$ cat config.mk
export PLATFORM = sky130hd
export DESIGN_NAME = dram_512x1_arbiter_flat
export DESIGN_NICKNAME = d
export VERILOG_FILES = /design/src/rtl/dram_ctrl_pkg.sv /design/src/rtl/dram_512x1_arbiter_if.sv /design/src/rtl/dram_512x1_arbiter_rr_arb2.sv /design/src/rtl/dram_512x1_arbiter.sv /design/src/flat_wrapper.sv
export SDC_FILE = /design/constraint.sdc
export NUM_CORES = 1
export LEC_CHECK = 0
export BUFFER_PORTS_ARGS = -buffer_cell sky130_fd_sc_hd__buf_2
export CAP_MARGIN = 10
export CORE_ASPECT_RATIO = 0.7
export CORE_MARGIN = 2
export CORE_UTILIZATION = 48
export DETAILED_ROUTE_END_ITERATION = 8
export PLACE_DENSITY = 0.77
export SYNTH_ARGS = -nofsm -noshare
export SYNTH_HDL_FRONTEND = slang
export SYNTH_SLANG_ARGS = --single-unit
$ cat constraint.sdc
create_clock -name clk -period 2.2 [get_ports clk]
set_input_delay 0.44 -clock clk [delete_from_list [all_inputs] [get_ports clk]]
set_output_delay 0.44 -clock clk [all_outputs]
set_load 0.02 [all_outputs]
$ cat src/rtl/dram_ctrl_pkg.sv
// Shared types and sizes for the 512x1 distributed-RAM arbiter slice.
package dram_ctrl_pkg;
    localparam int ADDR_W = 9;
    localparam int DEPTH  = 512;
    localparam int NREQ   = 2;

    typedef enum logic {ARB, CLEAR} state_t;
    typedef logic [ADDR_W-1:0] addr_t;
endpackage

$ cat src/rtl/dram_512x1_arbiter_if.sv
// Requester-side bit access bus: per-requester ops in, accept/read strobes out.
interface dram_512x1_arbiter_if;
    import dram_ctrl_pkg::*;

    logic [NREQ-1:0] req;
    logic [NREQ-1:0] we;
    addr_t           addr0;
    addr_t           addr1;
    logic [NREQ-1:0] wdata;
    logic [NREQ-1:0] gnt;
    logic [NREQ-1:0] rvalid;
    logic            rdata;

    modport master (output req, we, addr0, addr1, wdata, input gnt, rvalid, rdata);
    modport slave  (input req, we, addr0, addr1, wdata, output gnt, rvalid, rdata);
endinterface

$ cat src/rtl/dram_512x1_arbiter_rr_arb2.sv
// Two-way round-robin arbiter; the pointer names the requester that wins a tie.
module rr_arb2
    import dram_ctrl_pkg::*;
(
    input  logic            clk,
    input  logic            rst_n,
    input  logic [NREQ-1:0] req,
    input  logic            enable,
    input  logic            advance,
    output logic [NREQ-1:0] gnt
);
    logic ptr;

    always_comb begin
        gnt = '0;
        if (enable) begin
            if (&req) gnt = ptr ? 2'b10 : 2'b01;
            else      gnt = req;
        end
    end

    // After a grant the other requester gets priority; idle cycles leave it alone.
    always_ff @(posedge clk or negedge rst_n) begin
        if (!rst_n)       ptr <= 1'b0;
        else if (advance) ptr <= gnt[0];
    end
endmodule

$ cat src/rtl/dram_512x1_arbiter.sv
// Round-robin front end for a RAM512X1S with a full-array clear engine.
module dram_512x1_arbiter
    import dram_ctrl_pkg::*;
#(
    parameter bit   CLEAR_ON_RESET = 1'b1,
    parameter logic CLEAR_VAL      = 1'b0
) (
    input  logic                 clk,
    input  logic                 rst_n,
    dram_512x1_arbiter_if.slave  bus,
    input  logic                 clear_start,
    output logic                 clear_busy,
    output addr_t                ram_a,
    output logic                 ram_d,
    output logic                 ram_we,
    input  logic                 ram_o
);
    localparam state_t RST_STATE = CLEAR_ON_RESET ? CLEAR : ARB;

    state_t          state, state_nxt;
    addr_t           cnt;
    logic [NREQ-1:0] gnt;
    logic [NREQ-1:0] rd_pend;
    logic [NREQ-1:0] rvalid;
    logic            rdata;
    logic            arb_en;
    logic            acc;
    logic            sel;

    // Gating on rst_n keeps gnt low while reset is held, not just after it.
    assign arb_en = rst_n && (state == ARB) && !clear_start;
    assign acc    = |gnt;
    assign sel    = gnt[1];

    rr_arb2 u_arb (
        .clk     (clk),
        .rst_n   (rst_n),
        .req     (bus.req),
        .enable  (arb_en),
        .advance (acc),
        .gnt     (gnt)
    );

    assign bus.gnt    = gnt;
    assign bus.rvalid = rvalid;
    assign bus.rdata  = rdata;
    assign clear_busy = (state == CLEAR);

    always_comb begin
        state_nxt = state;
        case (state)
            ARB:     if (clear_start) state_nxt = CLEAR;
            CLEAR:   if (cnt == addr_t'(DEPTH - 1)) state_nxt = ARB;
            default: state_nxt = ARB;
        endcase
    end

    always_ff @(posedge clk or negedge rst_n) begin
        if (!rst_n) state <= RST_STATE;
        else        state <= state_nxt;
    end

    // Read data is sampled at the end of the cycle the address is on the RAM,
    // so a write in the previous cycle has already committed.
    always_ff @(posedge clk or negedge rst_n) begin
        if (!rst_n) begin
            cnt     <= '0;
            ram_a   <= '0;
            ram_d   <= 1'b0;
            ram_we  <= 1'b0;
            rd_pend <= '0;
            rvalid  <= '0;
            rdata   <= 1'b0;
        end else begin
            ram_we  <= 1'b0;
            rd_pend <= '0;
            if (state == CLEAR) begin
                ram_a  <= cnt;
                ram_d  <= CLEAR_VAL;
                ram_we <= 1'b1;
                cnt    <= cnt + addr_t'(1);
            end else if (acc) begin
                ram_a   <= sel ? bus.addr1 : bus.addr0;
                ram_d   <= bus.wdata[sel];
                ram_we  <= bus.we[sel];
                rd_pend <= gnt & ~bus.we;
            end
            rvalid <= rd_pend;
            if (|rd_pend) rdata <= ram_o;
        end
    end
endmodule

$ cat src/flat_wrapper.sv
// flat-port wrapper written by rule: the top's interface ports become plain ports
module dram_512x1_arbiter_flat import dram_ctrl_pkg::*;
#(
    parameter bit   CLEAR_ON_RESET = 1'b1,
    parameter logic CLEAR_VAL      = 1'b0
)
  (clk, rst_n, clear_start, clear_busy, ram_a, ram_d, ram_we, ram_o, bus_req, bus_we, bus_addr0, bus_addr1, bus_wdata, bus_gnt, bus_rvalid, bus_rdata);
  dram_512x1_arbiter_if bus_i ();
  input  logic clk;
  input  logic rst_n;
  input  logic clear_start;
  output logic clear_busy;
  output addr_t ram_a;
  output logic ram_d;
  output logic ram_we;
  input  logic ram_o;
  input wire logic [$bits(bus_i.req)-1:0] bus_req;
  input wire logic [$bits(bus_i.we)-1:0] bus_we;
  input wire logic [$bits(bus_i.addr0)-1:0] bus_addr0;
  input wire logic [$bits(bus_i.addr1)-1:0] bus_addr1;
  input wire logic [$bits(bus_i.wdata)-1:0] bus_wdata;
  output wire logic [$bits(bus_i.gnt)-1:0] bus_gnt;
  output wire logic [$bits(bus_i.rvalid)-1:0] bus_rvalid;
  output wire logic [$bits(bus_i.rdata)-1:0] bus_rdata;
  assign bus_i.req = bus_req;
  assign bus_i.we = bus_we;
  assign bus_i.addr0 = bus_addr0;
  assign bus_i.addr1 = bus_addr1;
  assign bus_i.wdata = bus_wdata;
  assign bus_gnt = bus_i.gnt;
  assign bus_rvalid = bus_i.rvalid;
  assign bus_rdata = bus_i.rdata;
  dram_512x1_arbiter #(.CLEAR_ON_RESET(CLEAR_ON_RESET), .CLEAR_VAL(CLEAR_VAL)) u_core (.clk(clk), .rst_n(rst_n), .bus(bus_i), .clear_start(clear_start), .clear_busy(clear_busy), .ram_a(ram_a), .ram_d(ram_d), .ram_we(ram_we), .ram_o(ram_o));
endmodule
==> results of run 1 <==
==> cell usage after synthesis (2+ instances only) <==
cell	number	area share
a31oi_1	2	0.0099
buf_6	2	0.018
dfrtp_1	26	0.51
ha_1	2	0.020
inv_1	11	0.033
mux2_2	3	0.027
mux2i_1	8	0.063
nand2_1	14	0.041
nand3_1	2	0.0079
nand4_1	2	0.0099
nor2_1	6	0.018
o21ai_1	2	0.0079
o221ai_1	8	0.055
xnor2_1	5	0.034
xor2_1	2	0.014
==> worst max-delay path, delay by kind of cell (launching register included) <==
kind	cells	cell delay, ps
AOI/OAI and AO/OA	1	480
buffers and inverters	1	240
DFF	1	450
==> routing by layer <==
metal,track usage,up-vias,share of wire
met2,0.316,36,0.49
met1,0.252,473,0.44
met3,0.0456,2,0.063
li1,-,482,-
met5,0,-,0
met4,0.0375,0,0.0078
==> cell families after synthesis <==
kind of cell,after synthesis,share of synthesized area
multiplexers,12,0.101
adder cells (fa/ha/maj),2,0.0197
AND/OR/NAND/NOR,29,0.114
buffers and inverters,14,0.0532
AO/OA/AOI/OAI,19,0.130
flip-flops,27,0.533
XOR/XNOR,7,0.0483
==> through the flow <==
stage | worst slack [ps] | std cells | hold WS (ps) | power, mW | util
after floorplan | 614 | 110 | 144 | 0.537 | -
after global placement | 450 | 188 | 359 | 0.576 | 0.613
after detailed placement | 395 | 188 | 368 | 0.579 | 0.613
after CTS | 303 | 192 | 247 | 0.857 | 0.632
after global routing | 237 | 192 | 258 | 0.886 | 0.632
final | 321 | 192 | 240 | 0.849 | 0.632
==> power groups by stage <==
stage	Clock [mW]	Sequential, mW	Combinational (mW)
after global placement	0	0.509	0.0671
final	0.280	0.500	0.0693
after CTS	0.287	0.500	0.0705
after floorplan	0	0.511	0.0259
after detailed placement	0	0.509	0.0700
after global routing	0.310	0.500	0.0764
==> cell type report <==
cell class	instances	area [um2]	share of cell area
clock buffer	3	41.3	0.0262
clock inverter	1	7.51	0.00476
inverter	11	41.3	0.0262
multi-input combinational	69	526	0.333
sequential	27	677	0.429
tap	34	42.5	0.0270
timing repair buffer	47	243	0.154
==> sequential cells by signal, summed over array words and instances (netlist names) <==
signal / flops
u_core.bus.rvalid: 2
u_core.rd_pend: 2
u_core.cnt: 9
u_core.u_arb.ptr: 1
u_core.ram_d: 1
u_core.bus.rdata: 1
u_core.ram_we: 1
u_core.clear_busy: 1
u_core.ram_a: 9
==> worst max-delay path by stage <==
stage | to | slack (ps) | cells after the start
floorplan | bus_gnt[1] | 610 | 4
global placement | bus_gnt[0] | 450 | 4
detailed placement | bus_gnt[0] | 400 | 4
CTS | bus_gnt[0] | 300 | 2
global route | bus_gnt[1] | 240 | 4
finish | bus_gnt[0] | 320 | 2
==> results by group, run 1 <==
Run status
  • Outcome: finished, final reports clean

Floorplanning
  • Die area: 3080 um2
  • Die H: 47.0 um
  • Std cell rows: 15
  • Core area: 2500 um2
  • Ports: 45
  • Die Width: 65.5 um
  • Starting density of the core: 0.509

Synthesis
  • Seq cells post-synth: 27
  • Syn Inst Count: 110
  • Average cell area after synthesis: 11.5 um2
  • Ys flop type: dfrtp_1
  • Syn_nets: 140
  • Yosys warns: 0
  • Yosys cell types: 30
  • EDFF count, synth: 0
  • Seq/Total Area, Yosys: 0.533
  • Ys async rst share: 1.00
  • Syn Std Cell Area: 1270 um2

Finish
  • Most frequent cells in the layout: 44 x buf_2, 26 x dfrtp_1, 14 x nand2_1
  • Final cell area excluding filler cells: 1580 um2
  • Final nets: 189
  • Proportion of layout cells with a drive suffix above 1: 0.380
  • N_diodes: 0
  • Layout fillers: 200
  • Area delta synth->final: 24.2%
  • Leading cell type in the layout, fill and taps excluded: buf_2

GRT
  • First-pass GRT wire length: 4200 um
  • Pin count of the biggest net entering global routing: 28
  • Gr usage total: 0.186
  • Total gr overflow: 0
  • Vias in the first global route: 900
  • Initial antenna violation count: 0

STA
  • TNS Setup: 0 ps
  • RSZ-0062 raised after global routing: no
  • Max_slew headroom: 0.548
  • Max Freq: 0.532 GHz
  • Worst Max-Slew Pin Slew: 673 ps
  • Clk_skew: 3.78 ps
  • Final slew viol count: 0
  • Final worst path period need: 1880 ps
  • Final setup violation count: 0
  • Period Utilization, post-route: 0.854
  • Final hold viol count: 0

Drt
  • Total wire length: 2690 um
  • Drt initial violations: 26
  • # DRC: 0
  • Via Count: 993
  • Vias per cell: 5.17
  • Pre-antenna DRT Iters: 4
  • Remaining antenna violation count after routing: 0
  • WL/cell: 14.0 um

Setup path
  • Peak fanout along the critical path: 6
  • FF-to-FF End: u_core.cnt[8]
  • CP endpoint kind: output pin
  • FF-to-FF Start: u_core.cnt[0]
  • CP Class: register to output pin
  • Worst-path cell chain: a2111oi_4 -> buf_2
  • Reg2Reg Depth: 6
  • Crit path from: u_core.u_arb.ptr
  • Slowest-stage cell, CP: a2111oi_4
  • Data required time of the worst path: 1760 ps
  • CP startpoint kind: register
  • CP peak stage delay: 480 ps
  • R2R Setup Slk: 570 ps
  • Crit path DAT: 1440 ps

Power and ir drop
  • Pleak: 0.815 nW
  • Pwr/cell area: 538 nW/um2
  • Sw frac: 0.222
  • Net Sw Power: 188 uW
  • Max rail drop VDD: 0.397 mV
  • Internal power: 660 uW
  • Share of power burned in registers: 0.589
  • Clock power frac: 0.330
  • Comb pwr share: 0.082

Min path
  • Hold Path Class: input port to async pin

Clocking
  • Clock sinks: 27
  • CTS tree: done
  • Max clock buf depth: 2
  • Hold_buf cts: 0
  • H-tree level count: 1
  • Post-CTS Setup Bufs: 0
  • Clock slew at reported path FFs: 90 ps
  • Clock Latency Late Sink: 270 ps
  • Num CTS Buffers: 3
  • Resized cells post-CTS: 0
  • Clock tree root buffer cell: clkbuf_8

Place
  • HPWL Detailed: 2070 um
  • Routability Congestion: 0.815
  • Dpl cell area: 1530 um2
  • PortBufs: 44

Job
  • Max cap viols: 0
No activity file was read; power rests on OpenSTA's default activity.
==> inputs of run 2 (changes only) <==
==> constraint.sdc (replaced) <==
create_clock -name clk -period 2 [get_ports clk]
set_input_delay 0.4 -clock clk [delete_from_list [all_inputs] [get_ports clk]]
set_output_delay 0.4 -clock clk [all_outputs]
set_load 0.01 [all_outputs]
==> run 2 against run 1 <==
  * Worst hold slack lost 59 ps
  * Flip-flop and latch count is the same
  * Final area unchanged
  * Clock power increased by 9.6%
  * Register-to-register slack worse by 190 ps
  * Power increased by 9.6%
  * Combinational power rose by 6.6%
  * Wire length decreased by 3.4%
  * Sequential share of layout area unchanged
  * Largest power group unchanged
==> results by group, run 2 (synthesis results as in run 1) <==
Finish
  • Leading cell type in the layout, fill and taps excluded: buf_2
  • Proportion of layout cells with a drive suffix above 1: 0.380 (unchanged)
  • Most frequent cells in the layout: 44 x buf_2, 26 x dfrtp_1, 14 x nand2_1
  • Top flop regs: u_core.cnt (9), u_core.ram_a (9)
  • Final cell area excluding filler cells: 1580 um2 (unchanged)
  • Final nets: 189 (unchanged)
  • N_diodes: 0 (unchanged)
  • Area delta synth->final: 24.2% (unchanged)

Clocking
  • Hold_buf cts: 0 (unchanged)
  • Clock sinks: 27 (unchanged)
  • Num CTS Buffers: 3 (unchanged)
  • Post-CTS Setup Bufs: 0 (unchanged)
  • Clock slew at reported path FFs: 100 ps (about the same)
  • Resized cells post-CTS: 0 (unchanged)
  • Clock tree root buffer cell: clkbuf_8
  • Clock Latency Late Sink: 270 ps (about the same)
  • Max clock buf depth: 2 (unchanged)
  • CTS tree: done
  • H-tree level count: 1 (unchanged)

Floorplanning
  • Core area: 2500 um2 (unchanged)
  • Die Width: 65.5 um (unchanged)
  • Die area: 3080 um2 (unchanged)
  • Std cell rows: 15 (unchanged)
  • Starting density of the core: 0.509 (unchanged)
  • Die H: 47.0 um (unchanged)
  • Ports: 45 (unchanged)

Power and ir drop
  • Max rail drop VDD: 0.446 mV (+12%)
  • Pleak: 0.815 nW (unchanged)
  • Power Total: 930 uW (+9.6%)
  • Pwr/cell area: 590 nW/um2 (+9.6%)

STA
  • Max_slew headroom: 0.544 (-0.00390)
  • Final setup violation count: 0 (unchanged)
  • Worst Max-Slew Pin Slew: 679 ps (+5.81 ps)
  • Worst setup margin: 160 ps (-161 ps)
  • TNS Setup: 0 ps (unchanged)
  • RSZ-0062 raised after global routing: no
  • Period Utilization, post-route: 0.920
  • Clk_skew: 10.5 ps (+6.67 ps)
  • Final hold viol count: 0 (unchanged)
  • Final worst path period need: 1840 ps
  • Max Freq: 0.544 GHz
  • Final slew viol count: 0 (unchanged)

Place
  • Dpl cell area: 1530 um2 (unchanged)
  • Routability Congestion: 0.800 (-1.8%)
  • HPWL Detailed: 2040 um (-1.9%)
  • PortBufs: 44 (unchanged)
  • Placement Setup Slack: 301 ps (-93.8 ps)

Setup path
  • Peak fanout along the critical path: 6 (unchanged)
  • Data required time of the worst path: 1600 ps (-160 ps)
  • CP endpoint kind: output pin
  • CP Class: register to output pin
  • Crit path DAT: 1440 ps (about the same)
  • Slowest-stage cell, CP: a2111oi_4
  • Worst-path cell chain: a2111oi_4 -> buf_2
  • Top delay family on crit path: compound AO/OA/AOI/OAI gates
  • CP peak stage delay: 510 ps (+30 ps)
  • Worst Path Buf+Inv: 1 (unchanged)
  • CP startpoint kind: register

GRT
  • Total gr overflow: 0 (unchanged)
  • Pin count of the biggest net entering global routing: 28 (unchanged)
  • Vias in the first global route: 930 (+3.3%)
  • Initial antenna violation count: 0 (unchanged)
  • First-pass GRT wire length: 4230 um (+0.64%)
  • Gr usage total: 0.191 (+0.00441)

Drt
  • Via Count: 990 (-0.30%)
  • Total wire length: 2600 um (-3.4%)
  • WL/cell: 13.5 um (-3.4%)
  • Vias per cell: 5.16 (-0.30%)
  • Remaining antenna violation count after routing: 0 (unchanged)
  • # DRC: 0 (unchanged)
  • Drt initial violations: 27 (+3.8%)
  • Pre-antenna DRT Iters: 4 (unchanged)

Run status
  • Outcome: finished, final reports clean

Job
  • Max cap viols: 0 (unchanged)

Min path
  • Hold Path Class: input port to async pin
run 2: cell counts in the layout (fill, tap and decap cells not counted):
No cell type changed its count.
run 2: metrics by stage:
step | std cells | utilization | hold WS [ps]
after floorplan | 110 | - | 104
after global routing | 192 | 0.632 | 214
final | 192 | 0.632 | 181
after global placement | 188 | 0.613 | 358
after CTS | 192 | 0.632 | 194
after detailed placement | 188 | 0.613 | 369
run 2: worst paths after layout:
| path | from | end | slack (ps) | cells after the start |
|---|---|---|---|---|
| max | u_core.u_arb.ptr | bus_gnt[0] | 160 | 2 |
| min | rst_n | u_core.cnt[3] | 180 | 2 |
| max reg2reg | u_core.cnt[0] | u_core.cnt[8] | 380 | 6 |
| min reg2reg | u_core.rd_pend[0] | u_core.bus.rvalid[0] | 390 | 0 |
| max in group asynchronous | rst_n | u_core.clear_busy | 1520 | 2 |
| min in group clk | bus_we[0] | u_core.rd_pend[0] | 270 | 2 |
run 2: layout make-up:
type / count / area, um2
Tap cell: 34 / 42.5
Inverter: 11 / 41.3
Clock inverter: 1 / 7.51
Sequential cell: 27 / 677
Timing Repair Buffer: 47 / 243
Multi-Input combinational cell: 69 / 526
Clock buffer: 3 / 41.3
Fill cell: 200 / 918
run 2: report_power, final:
part / switching [mW] / leakage, nW / internal [mW]
combinational: 0.0365 / 0.452 / 0.0374
sequential: 0.00190 / 0.342 / 0.548
clock: 0.166 / 0.0217 / 0.141
run 2: routing by layer:
layer,GRT usage,vias to the layer above,wire length (um)
met5,0,-,0
met4,0.0375,0,19
met1,0.248,477,1150
met2,0.329,28,1270
li1,-,483,-
met3,0.0576,2,154
==> inputs of run 3 (changes only) <==
Settings changed: BUFFER_PORTS_ARGS -buffer_cell sky130_fd_sc_hd__buf_2 to default, CORE_UTILIZATION 48 to 50, DONT_BUFFER_PORTS from default to 1, PLACE_DENSITY 0.77 to default.
==> run 3 against run 2 <==
  * Non-clock buffer count down 43
  * Clock-buffer cell count unchanged
  * Clock power down 22%
  * Power down 9.9%
  * Sequential power about the same
  * Sequential share of layout area up 6.8 points
  * Largest cell class unchanged
  * Highest routed layer unchanged
  * Critical path type unchanged
  * Final area down 14%
==> results by group, run 3 (synthesis results as in run 1) <==
Run status
  • Outcome: finished, final reports clean

STA
  • Max_slew headroom: 0.537 (-0.00761)
  • RSZ-0062 raised after global routing: no
  • Final worst path period need: 1850 ps (+13.2 ps)
  • Fin Hold WS: 103 ps (-78.7 ps)
  • Clk_skew: 13.3 ps (+2.90 ps)
  • Period Utilization, post-route: 0.926 (+0.00658)
  • TNS Setup: 0 ps (unchanged)
  • Max Freq: 0.540 GHz (-0.71%)
  • Final hold viol count: 0 (unchanged)
  • Final slew viol count: 0 (unchanged)
  • Final setup violation count: 0 (unchanged)
  • Worst setup margin: 147 ps (-13.2 ps)
  • Worst Max-Slew Pin Slew: 690 ps (+11.3 ps)

Finish
  • Most frequent cells in the layout: 26 x dfrtp_1, 14 x nand2_1, 11 x inv_1
  • Area delta synth->final: 7.19%
  • Area of the multi-input gates: 526 um2 (unchanged)
  • Top flop regs: u_core.cnt (9), u_core.ram_a (9)
  • Leading cell type in the layout, fill and taps excluded: dfrtp_1
  • Register area: 677 um2 (unchanged)
  • Layout fillers: 229 (+14%)
  • N_diodes: 0 (unchanged)
  • Proportion of layout cells with a drive suffix above 1: 0.139 (-0.241)
  • Final nets: 146 (-23%)
  • Layout Utilization: 0.558 (-0.0741)

Clocking
  • Clock tree root buffer cell: clkbuf_4
  • Clock Latency Late Sink: 330 ps (+60 ps)
  • Num CTS Buffers: 3 (unchanged)
  • Clock sinks: 27 (unchanged)
  • Max clock buf depth: 2 (unchanged)
  • Clock slew at reported path FFs: 150 ps (+50 ps)
  • H-tree level count: 1 (unchanged)
  • Post-CTS Setup Bufs: 0 (unchanged)
  • CTS tree: done

GRT
  • Total gr overflow: 0 (unchanged)
  • Pin count of the biggest net entering global routing: 28 (unchanged)
  • First-pass GRT wire length: 3610 um (-15%)
  • Vias in the first global route: 745 (-20%)
  • Gr usage total: 0.172 (-0.0190)
  • Initial antenna violation count: 0 (unchanged)

Power and ir drop
  • Power Total: 838 uW (-9.9%)
  • Net Sw Power: 190 uW (-6.6%)
  • Sw frac: 0.227 (+0.00805)
  • Comb pwr share: 0.056 (-0.023)
  • Internal power: 647 uW (-11%)
  • Clock power frac: 0.286 (-0.044)
  • Pwr/cell area: 616 nW/um2 (+4.4%)
  • Share of power burned in registers: 0.658 (+0.067)
  • Max rail drop VDD: 0.299 mV (-33%)
  • Pleak: 0.629 nW (-23%)

Floorplanning
  • Core area: 2440 um2 (-2.3%)
  • Die area: 2970 um2 (-3.7%)
  • Die Width: 64.2 um (-1.9%)
  • Ports: 45 (unchanged)
  • Starting density of the core: 0.521 (+0.0117)
  • Die H: 46.2 um (-1.8%)
  • Std cell rows: 15 (unchanged)

Setup path
  • Crit path DAT: 1450 ps (about the same)
  • CP endpoint kind: output pin
  • CP Class: register to output pin
  • CP startpoint kind: register
  • Peak fanout along the critical path: 6 (unchanged)
  • Data required time of the worst path: 1600 ps (about the same)

Drt
  • Vias per cell: 5.40 (+4.8%)
  • WL/cell: 15.6 um (+15%)
  • Remaining antenna violation count after routing: 0 (unchanged)
  • Total wire length: 2320 um (-11%)
  • Drt initial violations: 22 (-19%)
  • Pre-antenna DRT Iters: 4 (unchanged)
  • # DRC: 0 (unchanged)
  • Via Count: 805 (-19%)

Min path
  • Hold Path Class: input port to register

Place
  • Routability Congestion: 0.809 (+1.1%)
  • Placement Setup Slack: 397 ps (+95.5 ps)
  • PortBufs: 0 (-100%)
  • HPWL Detailed: 1650 um (-19%)

Job
  • Max cap viols: 0 (unchanged)
run 3: critical path, cell delays in order (launching register included):
cell and delay [ps]:
dfstp_2 660, nor3b_2 80, o211ai_1 230, inv_1 160
run 3: repair_timing:
| action | 4_1_cts | 5_1_grt |
|---|---|---|
| resized for setup | 0 | 0 |
| hold buffers | 2 | 0 |
| endpoints found under the hold margin | 27 | 0 |
run 3: final cells by class:
class,instances,share of cell area
multi-input cells,69,0.386
inverters,11,0.0303
well taps,34,0.0312
flip-flops and latches,27,0.497
repair buffers,4,0.0331
clock inverters,1,0.00551
clock buffers,3,0.0165
run 3: layer usage:
metal  up-vias  GRT usage  share of wire
met2        28      0.250           0.42
li1        394          -              -
met4         0     0.0638          0.013
met3         4     0.0562          0.073
met1       379      0.241           0.49
met5         -          0              0
run 3: metrics by stage:
step	instance area, um2	instances
final	1360	149
after global routing	1360	149
after CTS	1360	149
after detailed placement	1300	143
after global placement	1300	143
after floorplan	1270	110
run 3: path summary, 6_finish.rpt:
kind | from | end | slack [ps] | cells after the start
worst min-delay path | bus_we[0] | u_core.rd_pend[0] | 100 | 1
worst max register to register | u_core.cnt[0] | u_core.cnt[8] | 370 | 6
max in group asynchronous | rst_n | u_core.clear_busy | 1270 | 2
worst min register to register | u_core.rd_pend[0] | u_core.bus.rvalid[0] | 390 | 0
min in group asynchronous | rst_n | u_core.ram_a[7] | 480 | 2
worst max-delay path | u_core.clear_busy | bus_gnt[1] | 150 | 3
run 3: power groups by stage:
stage	sequential, mW	clock [mW]	combinational [mW]
2_1_floorplan	0.561	0	0.0285
3_3_place_gp	0.561	0	0.0305
3_5_place_dp	0.561	0	0.0310
4_1_cts	0.551	0.251	0.0482
5_1_grt	0.552	0.271	0.0527
6_report	0.551	0.240	0.0471
